`src/rtl/bcd_down_timer.sv`:
```
`default_nettype none
// ============================================================================
// Module   : bcd_down_timer
// Purpose  : Multi-digit BCD countdown timer with load, abort, terminal count
//            and optional auto-reload.
// Revision : 1.0 - initial release
// ============================================================================
module bcd_down_timer #(
    parameter int DIGITS      = 2,
    parameter bit AUTO_RELOAD = 1'b0
) (
    input  logic                i_clk,
    input  logic                i_rst_n,
    input  logic                i_en,
    input  logic                i_load_n,
    input  logic [4*DIGITS-1:0] i_data,
    input  logic                i_start,
    input  logic                i_abort,
    output logic [4*DIGITS-1:0] o_dout,
    output logic                o_busy,
    output logic                o_done,
    output logic                o_zero,
    output logic                o_tc
);

    localparam int             C_W   = 4 * DIGITS;
    localparam logic [C_W-1:0] C_ONE = C_W'(1);

    typedef enum logic [1:0] {
        S_IDLE = 2'd0,
        S_RUN  = 2'd1,
        S_DONE = 2'd2
    } state_t;

    state_t         r_state;
    state_t         w_state_nxt;
    logic [C_W-1:0] r_count;
    logic [C_W-1:0] w_count_nxt;
    logic [C_W-1:0] r_shadow;
    logic [C_W-1:0] w_shadow_nxt;
    logic [C_W-1:0] w_data_sat;
    logic [C_W-1:0] w_dec;
    logic [DIGITS-1:0] w_borrow;

    assign w_borrow[0] = 1'b1;

    // Per-digit preset saturation and ripple-borrow decrement
    for (genvar gi = 0; gi < DIGITS; gi++) begin : g_digit
        logic [3:0] w_din;
        logic [3:0] w_cur;

        assign w_din = i_data[4*gi +: 4];
        assign w_cur = r_count[4*gi +: 4];
        assign w_data_sat[4*gi +: 4] = (w_din > 4'd9) ? 4'd9 : w_din;
        assign w_dec[4*gi +: 4] = !w_borrow[gi]      ? w_cur :
                                  (w_cur == 4'd0)    ? 4'd9  :
                                                       w_cur - 4'd1;
        if (gi < DIGITS - 1) begin : g_borrow
            assign w_borrow[gi+1] = w_borrow[gi] && (w_cur == 4'd0);
        end
    end

    always_ff @(posedge i_clk or negedge i_rst_n) begin
        if (!i_rst_n) begin
            r_state  <= S_IDLE;
            r_count  <= '0;
            r_shadow <= '0;
        end else begin
            r_state  <= w_state_nxt;
            r_count  <= w_count_nxt;
            r_shadow <= w_shadow_nxt;
        end
    end

    always_comb begin
        w_state_nxt  = r_state;
        w_count_nxt  = r_count;
        w_shadow_nxt = r_shadow;
        if (i_en && !i_load_n) begin
            w_count_nxt  = w_data_sat;
            w_shadow_nxt = w_data_sat;
            w_state_nxt  = S_IDLE;
        end else if (r_state == S_DONE) begin
            // DONE always lasts one cycle, independent of the enable
            if (AUTO_RELOAD && (r_shadow != '0)) begin
                w_count_nxt = r_shadow;
                w_state_nxt = S_RUN;
            end else begin
                w_state_nxt = S_IDLE;
            end
        end else if (i_en) begin
            case (r_state)
                S_IDLE: begin
                    if (!i_abort && i_start) begin
                        w_state_nxt = (r_count != '0) ? S_RUN : S_DONE;
                    end
                end
                S_RUN: begin
                    if (i_abort) begin
                        w_state_nxt = S_IDLE;
                    end else begin
                        w_count_nxt = w_dec;
                        if (r_count == C_ONE) begin
                            w_state_nxt = S_DONE;
                        end
                    end
                end
                default: w_state_nxt = S_IDLE;
            endcase
        end
    end

    assign o_dout = r_count;
    assign o_busy = (r_state == S_RUN);
    assign o_done = (r_state == S_DONE);
    assign o_zero = (r_count == '0);
    assign o_tc   = (r_state == S_RUN) && i_en && (r_count == C_ONE);

endmodule
`default_nettype wire
```
`config.mk`:
```
export PLATFORM = sky130hd
export DESIGN_NAME = bcd_down_timer
export DESIGN_NICKNAME = d
export VERILOG_FILES = /design/src/rtl/bcd_down_timer.sv
export SDC_FILE = /design/constraint.sdc
export NUM_CORES = 1
export LEC_CHECK = 0
export ABC_AREA = 1
export CAP_MARGIN = 20
export CORE_MARGIN = 2
export CORE_UTILIZATION = 40
export DETAILED_ROUTE_END_ITERATION = 12
export HOLD_SLACK_MARGIN = 0.08
export PLACE_DENSITY = 0.79
export SLEW_MARGIN = 20
export SYNTH_ARGS = -nofsm -noshare
export SYNTH_HDL_FRONTEND = slang
export SYNTH_SLANG_ARGS = --single-unit
```
`constraint.sdc`:
```
create_clock -name i_clk -period 2.5 [get_ports i_clk]
set_input_delay 0.75 -clock i_clk [delete_from_list [all_inputs] [get_ports i_clk]]
set_output_delay 0.75 -clock i_clk [all_outputs]
set_load 0.05 [all_outputs]
```
# ---- Word-level counts from Yosys, hierarchy flattened
# Index checks and enable logic that the tools add are counted.
dict set report op_classes {
  add_sub_neg 2
  n_mul 0
  div 0
  order_cmp 2
  eq_ne 7
  shifts 0
  muxes 18
  n_bitwise 0
  n_reduce_logical 18
}
# op count
set ops {}
lappend ops {{2-to-1 mux 8 bit} 5}
lappend ops {{2-to-1 mux 4 bit} 5}
lappend ops {{2-to-1 mux 2 bit} 7}
lappend ops {{equality test 8 x 1 -> 1 bit, second input constant} 1}
lappend ops {{> comparator 4 bit, second input constant} 2}
lappend ops {{logical NOT 4 bit} 2}
lappend ops {{logical NOT 8 bit} 1}
lappend ops {{nonzero test 8 bit} 1}
lappend ops {{subtractor 4 x 1 -> 4 bit, second input constant} 2}
lappend ops {{nonzero test 2 bit} 3}
lappend ops {{!= test 5 x 2 -> 1 bit, second input constant} 1}
lappend ops {{AND reduction 5 bit} 1}
lappend ops {{logical AND 1 bit} 4}
lappend ops {{!= test 2 x 1 -> 1 bit, second input constant} 2}
lappend ops {{!= test 4 bit, second input constant} 1}
lappend ops {{case mux 2 bit (2 select lines)} 1}
lappend ops {{AND reduction 4 bit} 1}
lappend ops {{AND reduction 3 bit} 1}
lappend ops {{nonzero test 3 bit} 1}
lappend ops {{equality test 2 x 1 -> 1 bit, second input constant} 1}
lappend ops {{equality test 2 bit, second input constant} 1}
lappend ops {{logical NOT 1 bit} 2}
lappend ops {{logical NOT 2 bit} 1}
dict set report word_totals {
  register_bits 10
  latch_bits 0
  mem_bits_rw 0
  rom_bits 0
  output_inout_bits 12
  word_cells 50
  mem_count 0
}

# ---- Longest topological paths before layout
# Gate-level depths: netlist (run 1).
dict set report logic_depth {
  depth_word 8
  mapped_depth 9
}

# ---- Worst setup path after synthesis (run 1)
# Ideal clock, no wire load.
dict set report synth_timing {
  path_type {register -> output}
  startpoint {register r_count[6], in the netlist o_dout[6]}
  endpoint {output port o_tc}
  arrival_time_ns 1.634
  t_required_ns 1.750
  path_slack_ns 0.116
  stages_incl_launch_ff 6
  path_buffers 0
  path_cell_list {dfrtp_1 -> inv_1 -> nand2_1 -> nor2_1 -> nand2_1 -> nor2_1}
}
dict set report synth_via {
  elab_chain_cells 2
}
# element line
set synth_lines {}
lappend synth_lines {{start, declared} 37} ;# logic [C_W-1:0] r_count;
lappend synth_lines {{start signal, assigned} 70} ;# r_count <= w_count_nxt;
lappend synth_lines {{equality test 8 x 1 -> 1 bit} 117} ;# assign o_tc = (r_state == S_RUN) && i_en && (r_count == C_ONE);
lappend synth_lines {{logical AND 1 bit} 117}
lappend synth_lines {{end, declared} 23} ;# output logic o_tc
# No other way between the ends.

# ---- Worst setup path in the final report (run 1)
dict set report layout_timing {
  startpoint {input port i_en}
  endpoint {output port o_tc}
}
dict set report layout_via {
  elab_chain_cells 2
}
# element line
set layout_lines {}
lappend layout_lines {{start, declared} 14} ;# input logic i_en,
lappend layout_lines {{logical AND 1 bit (2 in series)} 117}
# No other way between the ends.

==> results of run 1 <==
-- per-layer routing --
layer	up-vias	GRT usage	wire length, um
met3	2	0.01852	69
met5	-	0	0
met4	0	0.1000	19
met2	24	0.2801	844
li1	455	-	-
met1	375	0.2028	843
-- synthesized netlist by cell type --
| cell type | n |
|---|---|
| dfrtp_1 | 10 |
| nor3_1 | 1 |
| inv_1 | 18 |
| nand2_2 | 3 |
| nand3b_1 | 1 |
| xor2_1 | 1 |
| o21ai_1 | 2 |
| nand4_2 | 1 |
| nand2_1 | 51 |
| nor2_2 | 3 |
| o21a_1 | 1 |
| nor2_1 | 14 |
| nand4_1 | 1 |
| o21ai_0 | 2 |
| nand2_4 | 1 |
| buf_6 | 1 |
| nand3_1 | 8 |
| nor2_4 | 1 |
| a21oi_1 | 4 |
| inv_2 | 3 |
| a21oi_2 | 2 |
-- tightest hold or removal path, cell delays in order (launching register included) --
cell,delay [ns]
dfrtp_1,0.38
nand2_1,0.07
nand2_1,0.06
-- sequential cells by signal (all words and copies together) (netlist names) --
register	cells
o_dout	8
r_state	2
-- per-stage QoR --
step | instance area [um^2] | worst slack (ns) | hold slack, ns | cells | power [W]
after floorplan | 789.5 | 0.1162 | 0.4544 | 129 | 0.0008987
after global placement | 1090 | 0.07487 | 0.5167 | 181 | 0.001126
after detailed placement | 1090 | 0.04886 | 0.5287 | 181 | 0.001142
after CTS | 1126 | 0.04505 | 0.5467 | 185 | 0.001289
after global routing | 1131 | 0.01221 | 0.5850 | 185 | 0.001387
final | 1131 | 0.04828 | 0.5374 | 185 | 0.001279
-- kinds of logic (layout without fill, tap and decap cells) --
group,count (synthesis),in the layout
AO/OA/AOI/OAI,11,11
XOR/XNOR,1,1
buffers and inverters,22,51
flip-flops,10,10
AND/OR/NAND/NOR,85,85
-- layout make-up --
| cell class | instances | share of cell area |
|---|---|---|
| timing repair buffer | 26 | 0.2500 |
| tap | 27 | 0.02987 |
| inverter | 21 | 0.06969 |
| clock buffer | 4 | 0.03208 |
| multi-input combinational | 97 | 0.3971 |
| sequential | 10 | 0.2212 |
-- power groups by stage --
| stage | Sequential, W | Clock, W | Combinational [W] |
|---|---|---|---|
| after floorplan | 0.000508 | 0 | 0.000391 |
| after global placement | 0.000323 | 0 | 0.000803 |
| after detailed placement | 0.000324 | 0 | 0.000818 |
| after CTS | 0.000322 | 0.000146 | 0.000821 |
| after global routing | 0.000337 | 0.000159 | 0.000891 |
| final | 0.000322 | 0.000144 | 0.000813 |
-- how the worst max path moves through the flow --
stage                       to  cells after the start             startpoint  slack, ns
after detailed placement  o_tc                      4                   i_en       0.05
after global routing      o_tc                      4                   i_en       0.01
after floorplan           o_tc                      5  o_dout[6]$_DFFE_PN0P_       0.12
after global placement    o_tc                      4                   i_en       0.07
after CTS                 o_tc                      4                   i_en       0.05
final                     o_tc                      4                   i_en       0.05
-- repair_timing --
action,in CTS,in global routing
resized for setup,0,2
endpoints found under the setup margin,0,2
hold buffers,0,0
==> results_dict.tcl, run 1 <==
set metrics [dict create \
    antenna_found_initial 0 \
    wire_per_inst_um 9.600 \
    post_cts_buffers 0 \
    grt_usage 0.1656 \
    reg2reg_slack_ns 1.24 \
    synthCells 129 \
    cts-htree-levels 1 \
    ir_drop_uv 625.1 \
    avgSynthCellArea_um2 6.120 \
    synthXorXnorAreaFrac 0.01109 \
    critPathMaxStageDelay_ns 0.48 \
    diodes 0 \
    place_hpwl_mm 1.458 \
    nFillCells 173 \
    seq_area_frac_synth 0.3170 \
    ys_types 21 \
    yosys.area_share.adder 0 \
    final_cell_mix "51 x nand2_1, 21 x clkdlybuf4s50_1, 18 x inv_1" \
    crit_path_start_kind "input port" \
    clkLatencyLatePin_ns 0.26 \
    grt_pass1_vias 771 \
    io_pins 26 \
    via_per_inst 4.627 \
    fmax_ghz 0.4079 \
    status "complete, no violations" \
    die_area_um2 2345 \
    drc 0 \
    routed_wl_mm 1.776 \
    clock_skew_ns 0.001379 \
    final-seq-area_um2 250.2 \
    cts.sinks 10 \
    synth_mux_area_frac 0 \
    end_kind "output pin" \
    dieHeight_um 48.43 \
    netlist_area_um2 789.5 \
    root_buffer "clkbuf_4" \
    cp.required_ns 1.75 \
    utilization 0.5947 \
    holdPathEnd "r_state[1]$_DFFE_PN0P_" \
    synth_compound_area_frac 0.08241 \
    setup_viol 0 \
    io_buffers 25 \
    timing.slew.headroom 0.6591 \
    power_frac_comb 0.636 \
    reg2regPathDepth 7 \
    synth_top_family_by_area "simple AND/OR/NAND/NOR gates" \
    post-synth-top-area-cell "dfrtp_1" \
    hold_start "r_state[1]$_DFFE_PN0P_" \
    multi_input_area_um2 449.2 \
    crit_buf_inv 2 \
    r2r_start "o_dout[1]$_DFFE_PN0P_" \
    mostFrequentLayoutCell "nand2_1" \
    p_int_w 0.0006014 \
    grt_max_degree 16 \
    ant_nets 0 \
    cts_made_buffers 3 \
    cap_violations 0 \
    p_sw_frac 0.5297 \
    power_density_nw_per_um2 1131 \
    min_period_ns 2.452 \
    via_count 856 \
    final_nets 173 \
    synth_area_leaders "dfrtp_1 32%, nand2_1 24%, inv_1 8.6%" \
    cp_max_fo 2 \
    min_path_cells 2 \
    place_congestion 0.8245 \
    cp_slowest_cell "clkdlybuf4s50_1" \
    grt_pass1_wl_mm 3.132 \
    firstDrtPassIters 4 \
    core_area_um2 1902 \
    critical-path-top-delay-family "buffers and inverters" \
    clk_path_buf_depth 2 \
    rsz0062_at_grt "no" \
    tightest_slew_ns 0.5105 \
    synth_seq_cells 10 \
    maxSlewViolCount 0 \
    cts.clk_slew.worst_paths_ns 0.06 \
    finalCritPeriodShare 0.9807 \
    fin_setup_tns_ns 0 \
    p_leak_nw 0.6132 \
    num_rows 16 \
    grt_overflow_total 0 \
    hold_viol 0 \
    hold_path.class "flop to flop" \
    yosys.area_share.simple 0.4754 \
    crit_chain "clkdlybuf4s50_1 -> nand3_1 -> nor2_1 -> buf_12" \
    start_util 0.4151 \
    netlist.area_leader.share 0.3170 \
    drive_above_1_share 0.1329 \
    fp.dieW_um 48.43 \
    ys.warnings.count 0 \
    syn2layout_area_growth_pct 43.26 \
    cts_tree "yes" \
    p_sw_w 0.0006774 \
    crit_type "input port to output pin" \
    synth_nets 143 \
    cp.arrival_ns 1.70 \
    p_seq_frac 0.252 \
    drt_iter0_drc 18 \
    r2r_end "r_state[1]$_DFFE_PN0P_" \
    power_frac_clock 0.113 \
]
Power figures use the tool's default switching activity.
==> run 2, diff against run 1 <==
- CORE_UTILIZATION: 40 -> 48
- GPL_ROUTABILITY_DRIVEN: unset -> 0
- PLACE_DENSITY: 0.79 -> 0.91
==> results_dict.tcl, run 2 (synthesized netlist as in run 1, its figures left out) <==
set metrics [dict create \
    status "complete, no violations" \
    crit_type "input port to output pin" \
    drt_iter0_drc 29 \
    clkLatencyLatePin_ns 0.26 \
    rsz0062_at_grt "no" \
    die_area_um2 1985 \
    io_pins 26 \
    largest_register_ffs 8 \
    grt_max_degree 16 \
    crit_path_start_kind "input port" \
    firstDrtPassIters 4 \
    cts_tree "yes" \
    crit_end "o_tc" \
    r2r_start "o_dout[1]$_DFFE_PN0P_" \
    cp_slowest_cell "clkdlybuf4s50_1" \
    ant_nets 0 \
    multi_input_area_um2 451.7 \
    hold_viol 0 \
    setup_viol 0 \
    antenna_found_initial 0 \
    reg2regPathDepth 7 \
    hold_path.class "flop to flop" \
    clk_path_buf_depth 2 \
    grt_usage 0.2171 \
    end_kind "output pin" \
    finalCritPeriodShare 0.9787 \
    finalPower_w 0.001258 \
    place_hpwl_mm 1.504 \
    io_buffers 25 \
    routed_wl_mm 1.898 \
    cts.clk_slew.worst_paths_ns 0.07 \
    num_rows 14 \
    via_per_inst 5.121 \
    start_util 0.5181 \
    via_count 886 \
    crit_start "i_en" \
    clock_skew_ns 0.002073 \
    grt_pass1_vias 825 \
    power_density_nw_per_um2 1140 \
    cp_max_fo 2 \
    core_area_um2 1524 \
    drive_above_1_share 0.1338 \
    cts.sinks 10 \
    drc 0 \
    fmax_ghz 0.4087 \
    final_nets 173 \
    tightest_slew_ns 0.5023 \
    final_cell_mix "51 x nand2_1, 22 x clkdlybuf4s50_1, 18 x inv_1" \
    critPathMaxStageDelay_ns 0.48 \
    root_buffer "clkbuf_4" \
    cts_made_buffers 3 \
    dieHeight_um 44.56 \
    cp.arrival_ns 1.70 \
    wire_per_inst_um 10.97 \
    ir_drop_uv 867.2 \
    nFillCells 123 \
    r2r_end "o_dout[7]$_DFFE_PN0P_" \
    cap_violations 0 \
    fp.dieW_um 44.56 \
    cp.required_ns 1.75 \
    diodes 0 \
    grt_overflow_total 0 \
    place_area_um2 1076 \
    hold_buffers 0 \
    mostFrequentLayoutCell "nand2_1" \
    p_leak_nw 0.5885 \
    min_period_ns 2.447 \
    maxSlewViolCount 0 \
    cts-htree-levels 1 \
    timing.slew.headroom 0.6641 \
    final-seq-area_um2 250.2 \
    crit_chain "clkdlybuf4s50_1 -> nand3_1 -> nor2_2 -> buf_12" \
    reg2reg_slack_ns 1.21 \
    syn2layout_area_growth_pct 39.78 \
    fin_setup_tns_ns 0 \
    stdcell_area_um2 1104 \
    grt_pass1_wl_mm 3.236 \
]
[run 2: power breakdown]
group	total [W]	leakage, nW	internal, W	switching, W
Combinational	0.000821	0.451	0.000280	0.000540
Clock	0.000111	0.0138	0.0000556	0.0000556
Sequential	0.000326	0.123	0.000233	0.0000932
Total	0.00126	0.588	0.000569	0.000689
[run 2: critical path: cells and delay by family]
kind | cells | cell delay, ns
simple gates | 2 | 0.31
buf+inv | 2 | 0.63
[run 2: cell type report]
class,count,share of cell area
clock buffer,3,0.02041
inverter,21,0.07143
multi-input combinational,97,0.4093
sequential,10,0.2268
tap,16,0.01814
timing repair buffer,26,0.2540
[run 2: what timing repair did]
action | CTS | global route
buffers inserted | 0 | 0
resized for setup | 0 | 2
endpoints found under the setup margin | 0 | 2
[run 2: worst min path at each step]
stage	startpoint	endpoint	slack (ns)	depth (start not counted)
global route	r_state[1]$_DFFE_PN0P_	r_state[1]$_DFFE_PN0P_	0.58	2
finish	r_state[1]$_DFFE_PN0P_	r_state[1]$_DFFE_PN0P_	0.54	2
floorplan	i_rst_n	o_dout[0]$_DFFE_PN0P_	0.45	0
CTS	r_state[1]$_DFFE_PN0P_	r_state[1]$_DFFE_PN0P_	0.54	2
global placement	r_state[1]$_DFFE_PN0P_	r_state[1]$_DFFE_PN0P_	0.52	2
detailed placement	r_state[1]$_DFFE_PN0P_	r_state[1]$_DFFE_PN0P_	0.53	2
[run 2: stage by stage]
stage	setup WS, ns	util	std cells	hold slack [ns]
after floorplan	0.1162	-	129	0.4544
after CTS	0.01567	0.7209	173	0.5441
after detailed placement	0.01626	0.7061	170	0.5268
final	0.05317	0.7241	173	0.5446
after global routing	0.006498	0.7241	173	0.5776
after global placement	0.04524	0.7061	170	0.5231
[run 2: layer usage]
metal  track usage  part of all wire  routed length (um)  up-vias
li1              -                 -                   -      456
met1        0.2538              0.43                 813      395
met2        0.3826              0.51                 968       31
met3       0.03673             0.055                 104        4
met4       0.09697            0.0063                  12        0
met5             0                 0                   0        -
